==> src/rtl/coin_accum_path_pkg.sv <==
// Shared types for the coin credit datapath: FSM state encoding,
// the invalid-coin code and the denomination-to-credit lookup.
package coin_pkg;

  typedef enum logic [1:0] {
    IDLE   = 2'd0,
    ACCUM  = 2'd1,
    VEND   = 2'd2,
    CHANGE = 2'd3
  } state_e;

  localparam logic [1:0] COIN_INVALID = 2'd3;

  // Credit values live in the top-level parameters, so they are passed in.
  function automatic int unsigned coin_value(
    input logic [1:0]  sel,
    input int unsigned v0,
    input int unsigned v1,
    input int unsigned v2
  );
    case (sel)
      2'd0:    return v0;
      2'd1:    return v1;
      2'd2:    return v2;
      default: return 0;
    endcase
  endfunction

endpackage

==> src/rtl/coin_accum_path_sat_comparator.sv <==
// Registered unsigned a >= b compare. The result is forced low whenever
// en is low, so an empty transaction never reports enough credit.
module sat_comparator #(
  parameter int unsigned W = 6
) (
  input  logic         clk,
  input  logic         rst,
  input  logic         en,
  input  logic [W-1:0] a,
  input  logic [W-1:0] b,
  output logic         ge
);

  logic ge_q;
  logic ge_d;

  always_comb begin
    ge_d = 1'b0;
    if (en) begin
      ge_d = (a >= b);
    end
  end

  always_ff @(posedge clk or posedge rst) begin
    if (rst) begin
      ge_q <= 1'b0;
    end else begin
      ge_q <= ge_d;
    end
  end

  assign ge = ge_q;

endmodule

==> src/rtl/coin_accum_path.sv <==
// Coin credit accumulator: saturating sum, registered price compare,
// vend req/ack handshake and one-unit-per-cycle change/refund payout.
module coin_accum_path
  import coin_pkg::*;
#(
  parameter int unsigned SUM_W     = 6,
  parameter int unsigned COIN0_VAL = 1,
  parameter int unsigned COIN1_VAL = 5,
  parameter int unsigned COIN2_VAL = 10
) (
  input  logic             clk,
  input  logic             rst,
  input  logic             cnt_clr,
  input  logic             coin_vld,
  input  logic [1:0]       coin_sel,
  input  logic [SUM_W-1:0] price,
  input  logic             chg_en,
  input  logic             vend_ack,
  output logic [SUM_W-1:0] Sum,
  output logic             Eql_grt,
  output logic             vend_req,
  output logic             coin_rej,
  output logic             ovf,
  output logic             chg_pulse,
  output logic             busy
);

  localparam logic [SUM_W-1:0] SUM_MAX  = '1;
  localparam logic [SUM_W-1:0] CHG_UNIT = SUM_W'(COIN0_VAL);

  state_e           state_q, state_d;
  logic [SUM_W-1:0] sum_q, sum_d;
  logic [SUM_W-1:0] price_q, price_d;
  logic [SUM_W-1:0] rem_q, rem_d;
  logic             ovf_q, ovf_d;
  logic             coin_rej_q, coin_rej_d;

  logic             coin_ok;
  logic [SUM_W-1:0] add_base;
  logic [SUM_W:0]   add_full;
  logic             add_clip;
  logic [SUM_W-1:0] add_sat;
  logic             cmp_en;
  logic             eql_grt;

  // One extra bit of headroom exposes the carry used to saturate.
  always_comb begin
    coin_ok  = coin_vld && (coin_sel != COIN_INVALID);
    add_base = (state_q == IDLE) ? '0 : sum_q;
    add_full = {1'b0, add_base}
             + (SUM_W+1)'(coin_value(coin_sel, COIN0_VAL, COIN1_VAL, COIN2_VAL));
    add_clip = add_full[SUM_W];
    add_sat  = add_clip ? SUM_MAX : add_full[SUM_W-1:0];
  end

  always_comb begin
    state_d    = state_q;
    sum_d      = sum_q;
    price_d    = price_q;
    rem_d      = rem_q;
    ovf_d      = ovf_q;
    coin_rej_d = 1'b0;

    case (state_q)
      IDLE: begin
        if (coin_ok) begin
          sum_d   = add_sat;
          price_d = price;
          ovf_d   = add_clip;
          state_d = ACCUM;
        end else if (coin_vld) begin
          coin_rej_d = 1'b1;
        end
      end

      ACCUM: begin
        if (cnt_clr) begin
          coin_rej_d = coin_vld;
          if (chg_en) begin
            rem_d   = sum_q / CHG_UNIT;
            state_d = CHANGE;
          end else begin
            state_d = IDLE;
          end
        end else begin
          if (coin_ok) begin
            sum_d = add_sat;
            ovf_d = ovf_q | add_clip;
          end else if (coin_vld) begin
            coin_rej_d = 1'b1;
          end
          if (eql_grt) begin
            state_d = VEND;
          end
        end
      end

      VEND: begin
        coin_rej_d = coin_vld;
        if (vend_ack) begin
          if (chg_en && (sum_q > price_q)) begin
            rem_d   = (sum_q - price_q) / CHG_UNIT;
            state_d = CHANGE;
          end else begin
            state_d = IDLE;
          end
        end
      end

      CHANGE: begin
        coin_rej_d = coin_vld;
        if (rem_q != '0) begin
          rem_d = rem_q - 1'b1;
        end else begin
          state_d = IDLE;
        end
      end

      default: begin
        state_d = IDLE;
      end
    endcase

    // Any return to IDLE leaves the transaction registers empty.
    if (state_d == IDLE) begin
      sum_d   = '0;
      price_d = '0;
      rem_d   = '0;
      ovf_d   = 1'b0;
    end
  end

  always_ff @(posedge clk or posedge rst) begin
    if (rst) begin
      state_q    <= IDLE;
      sum_q      <= '0;
      price_q    <= '0;
      rem_q      <= '0;
      ovf_q      <= 1'b0;
      coin_rej_q <= 1'b0;
    end else begin
      state_q    <= state_d;
      sum_q      <= sum_d;
      price_q    <= price_d;
      rem_q      <= rem_d;
      ovf_q      <= ovf_d;
      coin_rej_q <= coin_rej_d;
    end
  end

  // Compare is held off on the way into or out of IDLE so it starts and ends cleared.
  assign cmp_en = (state_q != IDLE) && (state_d != IDLE);

  sat_comparator #(
    .W (SUM_W)
  ) u_cmp (
    .clk (clk),
    .rst (rst),
    .en  (cmp_en),
    .a   (sum_q),
    .b   (price_q),
    .ge  (eql_grt)
  );

  assign Sum       = sum_q;
  assign Eql_grt   = eql_grt;
  assign vend_req  = (state_q == VEND);
  assign coin_rej  = coin_rej_q;
  assign ovf       = ovf_q;
  assign chg_pulse = (state_q == CHANGE) && (rem_q != '0);
  assign busy      = (state_q != IDLE);

endmodule

==> config.mk <==
export PLATFORM = sky130hd
export DESIGN_NAME = coin_accum_path
export DESIGN_NICKNAME = d
export VERILOG_FILES = /design/src/rtl/coin_accum_path_pkg.sv /design/src/rtl/coin_accum_path_sat_comparator.sv /design/src/rtl/coin_accum_path.sv
export SDC_FILE = /design/constraint.sdc
export NUM_CORES = 1
export LEC_CHECK = 0
export CAP_MARGIN = 20
export CORE_ASPECT_RATIO = 0.7
export CORE_MARGIN = 2
export CORE_UTILIZATION = 50
export DETAILED_ROUTE_END_ITERATION = 10
export HOLD_SLACK_MARGIN = 0.05
export PLACE_DENSITY = 0.75
export SYNTH_ARGS = -nofsm -noshare
export SYNTH_HDL_FRONTEND = slang
export SYNTH_SLANG_ARGS = --single-unit
==> constraint.sdc <==
create_clock -name clk -period 5.4 [get_ports clk]
set_clock_uncertainty 0.1 [all_clocks]
set_input_delay 0.54 -clock clk [delete_from_list [all_inputs] [get_ports clk]]
set_output_delay 0.54 -clock clk [all_outputs]
set_load 0.02 [all_outputs]
# [Yosys cells after proc, flatten, opt, wreduce, memory -nomap -nowiden]
# Index checks and enable logic that the tools add are counted.
[word_totals] reg_bits=23 word_cells=81
[classes] n_addsub=3 order_cmp=2 eq_ne=14 muxes=35 bitwise=1 n_reduce_logical=19
[ops] cell="6-bit 2-to-1 mux" n=14
[ops] cell="6-bit case mux with 3 select lines" n=1
[ops] cell="3-bit != test, second input constant" n=5
[ops] cell="2-bit 2-to-1 mux" n=7
[ops] cell="4-bit case mux with 3 select lines" n=1
[ops] cell="6-bit case mux with 2 select lines" n=1
[ops] cell="1-bit 2-to-1 mux" n=8
[ops] cell="2-bit case mux with 4 select lines" n=1
[ops] cell="2-bit nonzero test" n=4
[ops] cell="6-bit by 7-bit adder with 7-bit output" n=1
[ops] cell="2-bit == test, second input constant" n=3
[ops] cell="6-bit >= comparator" n=1
[ops] cell="6-bit > comparator" n=1
[ops] cell="2-bit logical NOT" n=3
[ops] cell="3-bit by 2-bit != test with 1-bit output, second input constant" n=2
[ops] cell="6-bit AND reduction" n=1
[ops] cell="6-bit nonzero test" n=1
[ops] cell="6-bit by 1-bit subtractor with 6-bit output, second input constant" n=1
[ops] cell="6-bit subtractor" n=1
[ops] cell="2-bit by 1-bit == test with 1-bit output, second input constant" n=2
[ops] cell="1-bit logical AND" n=4
[ops] cell="2-bit AND reduction" n=2
[ops] cell="4-bit AND reduction" n=1
[ops] cell="4-bit nonzero test" n=1
[ops] cell="other kinds (7)" n=7

# [Longest topological paths before layout]
# Gate-level depths: netlist of the first run.
[logic_depth] depth_word=8 mapped_depth=13 depth_no_buf=11

# [Hierarchy]
# Synthesis of the first run repeated with hierarchy kept, for this count alone.
[unflattened] hier_cells=232 area_unflattened_um2=1956.9
[by_module_without_submodules] mod="coin_accum_path" instances=1 cells_per_inst=210 area_each_um2=1775.5 seq_area_each_um2=550.5
[by_module_without_submodules] mod="sat_comparator" instances=1 cells_per_inst=22 area_each_um2=181.4 seq_area_each_um2=25.0

# [Least setup slack after synthesis of the first run]
# Ideal clock, no wire load.
[synth_path] path_type="register to register" from="register sum_q[0], in the netlist Sum[0]" to="register rem_q[2]" setup_ns=0.146 arrival_ns=2.370 t_required_ns=5.154 slack_ns=2.784 stages_incl_launch_ff=12 path_buffers=1 cell_sequence="dfrtp_1 -> inv_1 -> ha_1 -> inv_1 -> fa_1 -> a21o_1 -> a221oi_1 -> o21ai_1 -> a211o_2 -> nor2_4 -> buf_6 -> a221oi_1"
[synth_via] elab_chain_len=8
[synth_rtl] item="start: declaration" line="coin_accum_path.sv:32" text="logic [SUM_W-1:0] sum_q, sum_d;"
[synth_rtl] item="start signal: assignment" line="coin_accum_path.sv:143" text="sum_q <= sum_d;"
[synth_rtl] item="6-bit > comparator (*)" line="coin_accum_path.sv:101" text="if (chg_en && (sum_q > price_q)) begin"
[synth_rtl] item="1-bit logical AND (*)" line="coin_accum_path.sv:101"
[synth_rtl] item="2-bit 2-to-1 mux (*)" line="coin_accum_path.sv:101"
[synth_rtl] item="2-bit 2-to-1 mux (*)" line="coin_accum_path.sv:100" text="if (vend_ack) begin"
[synth_rtl] item="2-bit case mux with 4 select lines (*)" line="coin_accum_path.sv:64" text="case (state_q)"
[synth_rtl] item="net state_d[1]" line="coin_accum_path.sv:31" text="state_e state_q, state_d;"
[synth_rtl] item="2-bit logical NOT (*)" line="coin_accum_path.sv:125" text="if (state_d == IDLE) begin"
[synth_rtl] item="3-bit != test (no line), or another cell as far along"
[synth_rtl] item="6-bit AND reduction (no line)"
[synth_rtl] item="end signal: assignment" line="coin_accum_path.sv:145" text="rem_q <= rem_d;"
[synth_rtl] item="end: declaration" line="coin_accum_path.sv:34" text="logic [SUM_W-1:0] rem_q, rem_d;"
# Mark *: on every way through the listed nets, which the timed path passes. The rest lies on a longest branch. The select of a mux whose other input is x is not followed.
# A chain may end at the register's enable or synchronous reset.

# [Worst setup path after layout of the first run]
[layout_path] from="register state_q[0]" to="register sum_q[5], in the netlist Sum[5]"
[layout_via] elab_chain_len=8
[layout_rtl] item="start: declaration" line="coin_accum_path.sv:31"
[layout_rtl] item="start signal: assignment" line="coin_accum_path.sv:142" text="state_q <= state_d;"
[layout_rtl] item="2-bit logical NOT" line="coin_accum_path.sv:49, coin_accum_path.sv:64"
[layout_rtl] item="6-bit 2-to-1 mux" line="coin_accum_path.sv:49" text="add_base = (state_q == IDLE) ? '0 : sum_q;"
[layout_rtl] item="6-bit by 7-bit adder with 7-bit output" line="coin_accum_path.sv:51" text="+ (SUM_W+1)'(coin_value(coin_sel, COIN0_VAL, COIN1_VAL, COIN2_VAL));"
[layout_rtl] item="6-bit 2-to-1 mux" line="coin_accum_path.sv:53" text="add_sat = add_clip ? SUM_MAX : add_full[SUM_W-1:0];"
[layout_rtl] item="6-bit 2-to-1 mux" line="coin_accum_path.sv:66, coin_accum_path.sv:86"
[layout_rtl] item="6-bit 2-to-1 mux" line="coin_accum_path.sv:77" text="if (cnt_clr) begin"
[layout_rtl] item="6-bit case mux with 2 select lines" line="coin_accum_path.sv:64"
[layout_rtl] item="6-bit 2-to-1 mux" line="coin_accum_path.sv:125"
# Several ways; a longest one is shown, not always the timed one. The select of a mux whose other input is x is not followed.

==> metrics, run 1 <==
DRC viols=0; sequential power share=28.3%; CP Buf/Inv Count=1; met3 Track Usage GR=4.76%; CP endpoint=Sum[5]$_DFFE_PP0P_; routability cong.=0.862; worst path required time=5.43 ns; Max FO, Critical Path=22; CP Capture Type=register; Tightest Hold Check Type=reg -> reg; # IOs=26; Antenna Cells=0; Storage cell area=about 580 um2; final std cells w/o fill=281; WL per Instance=14.3 um; logic gate share of total power=61.0%; Initial DRC Count=123; largest net degree at the start of global routing=24; Crit-path slowest cell=nor2_1; initial core utilization=54.0%; Crit path top cell by count=o21ai_0; Startpoint Class=register; Post-synth ARST share=100%; M2 GR Usage=about a third; synthesized cell area=between 0.0015 and 0.002 mm2; CP Depth=10; Int Power=536 uW; Seq cells post-synth=23; Hold WS=between 0.4 and 0.5 ns; # rows=17; run status=completed; Tmin final=3.52 ns; drt total wl=about 4000 um; crit path from=state_q[0]$_DFF_PP0_; DP Cell Count=between 200 and 300; Clk network pwr share=10.7%; detailed placement HPWL=2970 um; Crit Path Class=reg -> reg; switching part of the total power=48.1%; DIE AREA=0.00399 mm2; max-slew violation count=0; maximum vdd drop=0.306 mV; sequential-to-total area share from yosys stat=33.0%; post-route setup TNS=0 ns; Post-Synthesis Net Count=243; Synth cell types=42; slew margin rel.=41.0%; global-route wire length before repair=approximately 6900 um; main flop type after synthesis=dfrtp_1; crit-path max cell delay=0.66 ns; Worst-Skew Late Latency=0.27 ns; CTS root buf=clkbuf_8; Fillers=between 200 and 300; unrepaired setup endpoints after global routing=false; Die Y=between 50 and 60 um; number of buffers created by CTS=3; number of global-route vias before repair=about 1.4k; max-cap violation count=0; clock sink total=23; clock slew at reported path FFs=0.08 ns; Post-CTS Setup Inserts=0; r2r setup slk=1.88 ns; Critical Path AT=3.55 ns; slew of the pin with the lowest slew margin=approximately 0.88 ns; total global-route track usage=23.0%; share of cells above drive strength 1=4.27%; delay-heaviest family, CP=simple AND/OR/NAND/NOR gates; Die W=~75 um; power per cell area=504 mW/mm2; Lkg Pwr=0.000891 uW; synth warn=0; crit path cell chain=nor2_1, inv_1, and2_1, ha_1, nor2b_1, o21ai_0, nand2b_1, and4_1, o21ai_0, a21oi_1; final-report hold violation count=0; # hold bufs at CTS=0; Peak Freq=284 MHz; area of the multi-input gates=about 0.0010 mm2; CTS tree=yes; H-tree levels=1; drt pass-1 iters=5; grt ovf=0; IO Port Bufs=25; Worst Reg-to-Reg Cells=10; drt via density=5.74; met1 global-route usage=around 36%; reg-to-reg startpoint=state_q[0]$_DFF_PP0_; capture point of the worst reg-to-reg path=Sum[5]$_DFFE_PP0P_; NetSw=497 uW; Synth-to-Final Area Change=17.5%; Mean Syn Cell Area=8.12 um2; EDFF count, synth=0; CTS resizes=0; Final nets=263; Top Usage Layer GRT=met1; Post-Synthesis Cells=215; Vias=1612; initial antenna violation count=0; total core area=0.00323 mm2; Final period util=65.2%; endpoints failing setup=0; post-route ant nets=0; CTS max path bufs=2
-- cell families (layout without fill, tap and decap cells) --
kind of cell               count (synthesis)  after routing  share of synthesized area (%)
and+or+nand+nor                           77             77                           21.7
AOI/OAI and AO/OA                         65             65                           23.4
buffers and inverters                     29             48                           7.17
DFF                                       23             23                           33.0
adders and majority gates                 14             14                           10.9
muxes                                      4              4                           2.37
xor gates and xnor gates                   3              3                           1.51
-- cell usage after synthesis, drive strengths merged, types with 2 or more instances --
master	number	area share, %
ha	12	8.6
a21oi	19	5.4
o211ai	3	1.3
mux2i	3	1.7
and2	2	0.72
dfrtp	23	33
nor3	2	0.57
xor2	2	1.0
nand2b	6	2.2
nand3	5	1.4
a221oi	3	1.5
a31oi	2	0.72
buf	7	2.4
o21ai	16	4.6
o22ai	3	1.1
fa	2	2.3
inv	18	3.9
clkbuf	4	0.86
nor2	23	5.4
nand4	2	0.72
a211oi	9	3.9
or3	2	0.72
nand2	23	4.9
a21o	5	2.2
nor2b	6	2.2
-- cell usage in the layout (no fill, tap or decap), types with 2 or more instances in the layout --
cell	Yosys	routed
clkdlybuf4s50_1	0	25
dfrtp_1	23	23
nand2_1	23	23
nor2_1	22	22
a21oi_1	19	19
inv_1	18	18
o21ai_0	15	15
ha_1	12	12
a211oi_1	9	9
nand2b_1	6	6
nor2b_1	6	6
a21o_1	5	5
nand3_1	5	5
a221oi_1	3	3
o211ai_1	3	3
mux2i_1	3	3
o22ai_1	3	3
clkbuf_8	0	3
nand4_1	2	2
a31oi_1	2	2
or3_1	2	2
nor3_1	2	2
xor2_1	2	2
and2_1	2	2
fa_1	2	2
-- cell type report --
cell class	instances	area share, %
Sequential cell	23	28.1
Clock buffer	3	2.01
Timing Repair Buffer	26	12.6
Multi-Input combinational cell	163	50.9
Tap cell	47	2.87
Clock inverter	1	0.244
Inverter	18	3.29
-- worst register-to-register path: cells and delay by family (launching register included) --
family | cells | cell delay, ns
DFF | 1 | 0.62
AOI/OAI and AO/OA | 3 | 0.40
adders and majority gates | 1 | 0.33
buffers and inverters | 1 | 0.44
and+or+nand+nor | 5 | 1.50
-- routing by layer --
metal  wire length [um]  up-vias
met5                  0        -
li1                   -      796
met3                298       10
met2               1590       69
met1               2060      737
met4                 72        0
-- power groups by stage --
stage / combinational, uW / sequential, uW / clock [uW]
detailed placement: 617 / 294 / 0
global route: 702 / 301 / 120
CTS: 626 / 292 / 113
global placement: 618 / 294 / 0
finish: 630 / 292 / 110
floorplan: 499 / 273 / 0
-- worst min-delay path by stage --
stage / cells past startpoint / end / slack [ns] / start
5_1_grt: 2 / price_q[4]$_DFFE_PP0P_ / 0.44 / price_q[4]$_DFFE_PP0P_
2_1_floorplan: 2 / price_q[1]$_DFFE_PP0P_ / 0.40 / price_q[1]$_DFFE_PP0P_
3_5_place_dp: 2 / price_q[4]$_DFFE_PP0P_ / 0.42 / price_q[4]$_DFFE_PP0P_
4_1_cts: 2 / price_q[4]$_DFFE_PP0P_ / 0.43 / price_q[4]$_DFFE_PP0P_
3_3_place_gp: 2 / price_q[3]$_DFFE_PP0P_ / 0.42 / price_q[3]$_DFFE_PP0P_
6_report: 2 / price_q[4]$_DFFE_PP0P_ / 0.43 / price_q[4]$_DFFE_PP0P_
-- registers in the layout (all words and copies together), names as in the netlist --
| signal | cells |
|---|---|
| state_q | 2 |
| price_q | 6 |
| rem_q | 6 |
| ovf | 1 |
| Sum | 6 |
| coin_rej | 1 |
| u_cmp.ge | 1 |
-- metrics by stage --
step	setup slack, ns	utilization, %	power (uW)	instance area [um2]
after floorplan	2.78	-	772	1750
after global placement	2.05	62.0	912	2000
after detailed placement	1.94	62.0	911	2000
after CTS	1.91	63.4	1030	2050
after global routing	1.52	63.4	1120	2050
final	1.88	63.4	1030	2050
Note: power is estimated with default switching activity, not from simulation.
==> run 2: changes to the inputs <==
--- a/config.mk
+++ b/config.mk
@@ -8,10 +8,10 @@
 export CAP_MARGIN = 20
 export CORE_ASPECT_RATIO = 0.7
 export CORE_MARGIN = 2
-export CORE_UTILIZATION = 50
+export CORE_UTILIZATION = 49
 export DETAILED_ROUTE_END_ITERATION = 10
 export HOLD_SLACK_MARGIN = 0.05
-export PLACE_DENSITY = 0.75
+export PLACE_DENSITY = 0.76
 export SYNTH_ARGS = -nofsm -noshare
 export SYNTH_HDL_FRONTEND = slang
 export SYNTH_SLANG_ARGS = --single-unit
==> constraint.sdc (replaced) <==
create_clock -name clk -period 2.9 [get_ports clk]
set_clock_uncertainty 0.1 [all_clocks]
set_input_delay 0.29 -clock clk [delete_from_list [all_inputs] [get_ports clk]]
set_output_delay 0.29 -clock clk [all_outputs]
set_load 0.02 [all_outputs]
==> metrics, run 2 (same netlist as run 1, synthesis figures left out) <==
run status=completed; unrepaired setup endpoints after global routing=false; Fillers=343; total core area=0.00347 mm2; global-route wire length before repair=6730 um; slew margin rel.=41.2%; Int Power=about 1100 uW; Final Instance Area=0.00216 mm2; detailed placement HPWL=3090 um; CTS tree=yes; Crit Path Class=reg -> reg; capture point of the worst reg-to-reg path=rem_q[2]$_DFFE_PP0P_; total global-route track usage=~22%; NetSw=943 uW; initial core utilization=about half; Tmin final=2.75 ns; switching part of the total power=a little under half; crit path cell chain=inv_1, ha_1, inv_1, fa_1, a21o_1, a221oi_1, o21ai_1, a211o_2, nor2_4, buf_12, a221oi_1; CTS root buf=clkbuf_8; drt pass-1 iters=4; Die Y=about 54 um; Post-CTS Setup Inserts=0; Startpoint Class=register; Peak Freq=364 MHz; r2r setup slk=0.15 ns; most common cell after layout, fill and taps aside=clkdlybuf4s50_1; post-route ant nets=0; CP Capture Type=register; final-report hold violation count=0; Max FO, Critical Path=20; worst path required time=approximately 2.9 ns; Worst-Skew Late Latency=0.26 ns; Clk network pwr share=9.8%; DP Worst Slack=0.163 ns; grt ovf=0; clock sink total=23; clock slew at reported path FFs=roughly 0.090 ns; max-slew violation count=0; commonest cells after routing, fill and taps aside=clkdlybuf4s50_1 (25), dfrtp_1 (23), nand2_1 (23), nor2_1 (22), a21oi_1 (19); Final WS setup=0.150 ns; Critical Path AT=2.77 ns; crit path from=Sum[0]$_DFFE_PP0P_; # IOs=26; slew of the pin with the lowest slew margin=about 0.9 ns; final core utilization=62.4%; area post-placement=0.00210 mm2; Tightest Hold Check Type=in -> async; drt via density=between 5 and 6; initial antenna violation count=0; maximum vdd drop=0.552 mV; max-cap violation count=0; endpoints failing setup=0; Crit-path slowest cell=dfrtp_1; # hold bufs at CTS=0; WL per Instance=roughly 13 um; crit-path max cell delay=between 0.4 and 0.5 ns; sequential power share=a little under a quarter; Die W=75.3 um; H-tree levels=1; Initial DRC Count=137; routability cong.=between 0.8 and 0.9; share of cells above drive strength 1=8.91%; drt total wl=4010 um; Synth-to-Final Area Change=23.9%; Pwr Total=2080 uW; Vias=1563; Final period util=94.8%; logic gate share of total power=67.2%; largest net degree at the start of global routing=24; # rows=18; Worst Reg-to-Reg Cells=11; reg-to-reg startpoint=Sum[0]$_DFFE_PP0P_; post-route setup TNS=0 ns; DIE AREA=0.00406 mm2; Antenna Cells=0; power per cell area=959 mW/mm2; number of global-route vias before repair=1392; CTS resizes=0; number of buffers created by CTS=3; DRC viols=0; Lkg Pwr=0.000959 uW; CTS max path bufs=2; Final nets=276; IO Port Bufs=25
## run 2: cell count changes in the layout (fill, tap and decap cells not counted), sizes merged
| cell | before | now |
|---|---|---|
| buf | 1 | 14 |
| clkbuf | 3 | 4 |
| clkinv | 1 | 0 |
## run 2: stage by stage
step / cells / hold slack (ns)
2_1_floorplan: 215 / 0.192
3_3_place_gp: 290 / 0.412
3_5_place_dp: 290 / 0.419
4_1_cts: 294 / 0.430
5_1_grt: 297 / 0.465
6_report: 297 / 0.405
## run 2: layout make-up
class / count / area, um2 / share of cell area, %
clock buffers: 4 / 45.0 / 2.08
inverters: 18 / 67.6 / 3.12
multi-input cells: 163 / 1040 / 48.3
flip-flops and latches: 23 / 576 / 26.6
well taps: 50 / 62.6 / 2.89
repair buffers: 39 / 368 / 17.0
## run 2: power groups by stage
stage	Sequential, uW	Combinational (uW)	Clock (uW)
2_1_floorplan	509	929	0
3_3_place_gp	483	1350	0
3_5_place_dp	487	1360	0
4_1_cts	480	1370	208
5_1_grt	496	1560	224
6_report	479	1390	202
## run 2: how the worst max path moves through the flow
stage / endpoint
final: rem_q[2]$_DFFE_PP0P_
after global placement: rem_q[2]$_DFFE_PP0P_
after CTS: rem_q[2]$_DFFE_PP0P_
after detailed placement: rem_q[2]$_DFFE_PP0P_
after global routing: rem_q[2]$_DFFE_PP0P_
after floorplan: rem_q[2]$_DFFE_PP0P_
## run 2: critical path: cells and delay by family (launching register included)
kind | cells | cell delay, ns
fa+ha+maj | 2 | 0.56
compound gates | 5 | 1.11
flops | 1 | 0.42
simple gates | 1 | 0.10
buf+inv | 3 | 0.30
## run 2: metal layers
layer	global-route usage, %	vias to the layer above	wire length [um]
met2	32.8	40	1600
met1	34.9	702	2160
li1	-	819	-
met5	0	-	0
met3	4.12	2	231
met4	2.63	0	12
==> run 3: changes to the inputs <==
--- a/config.mk
+++ b/config.mk
@@ -9,9 +9,11 @@
 export CORE_ASPECT_RATIO = 0.7
 export CORE_MARGIN = 2
 export CORE_UTILIZATION = 49
+export CTS_CLUSTER_DIAMETER = 60
 export DETAILED_ROUTE_END_ITERATION = 10
 export HOLD_SLACK_MARGIN = 0.05
 export PLACE_DENSITY = 0.76
+export SLEW_MARGIN = 20
 export SYNTH_ARGS = -nofsm -noshare
 export SYNTH_HDL_FRONTEND = slang
 export SYNTH_SLANG_ARGS = --single-unit
==> results of run 3 <==
The final DEF is identical to that of run 2; final timing and power are the same.
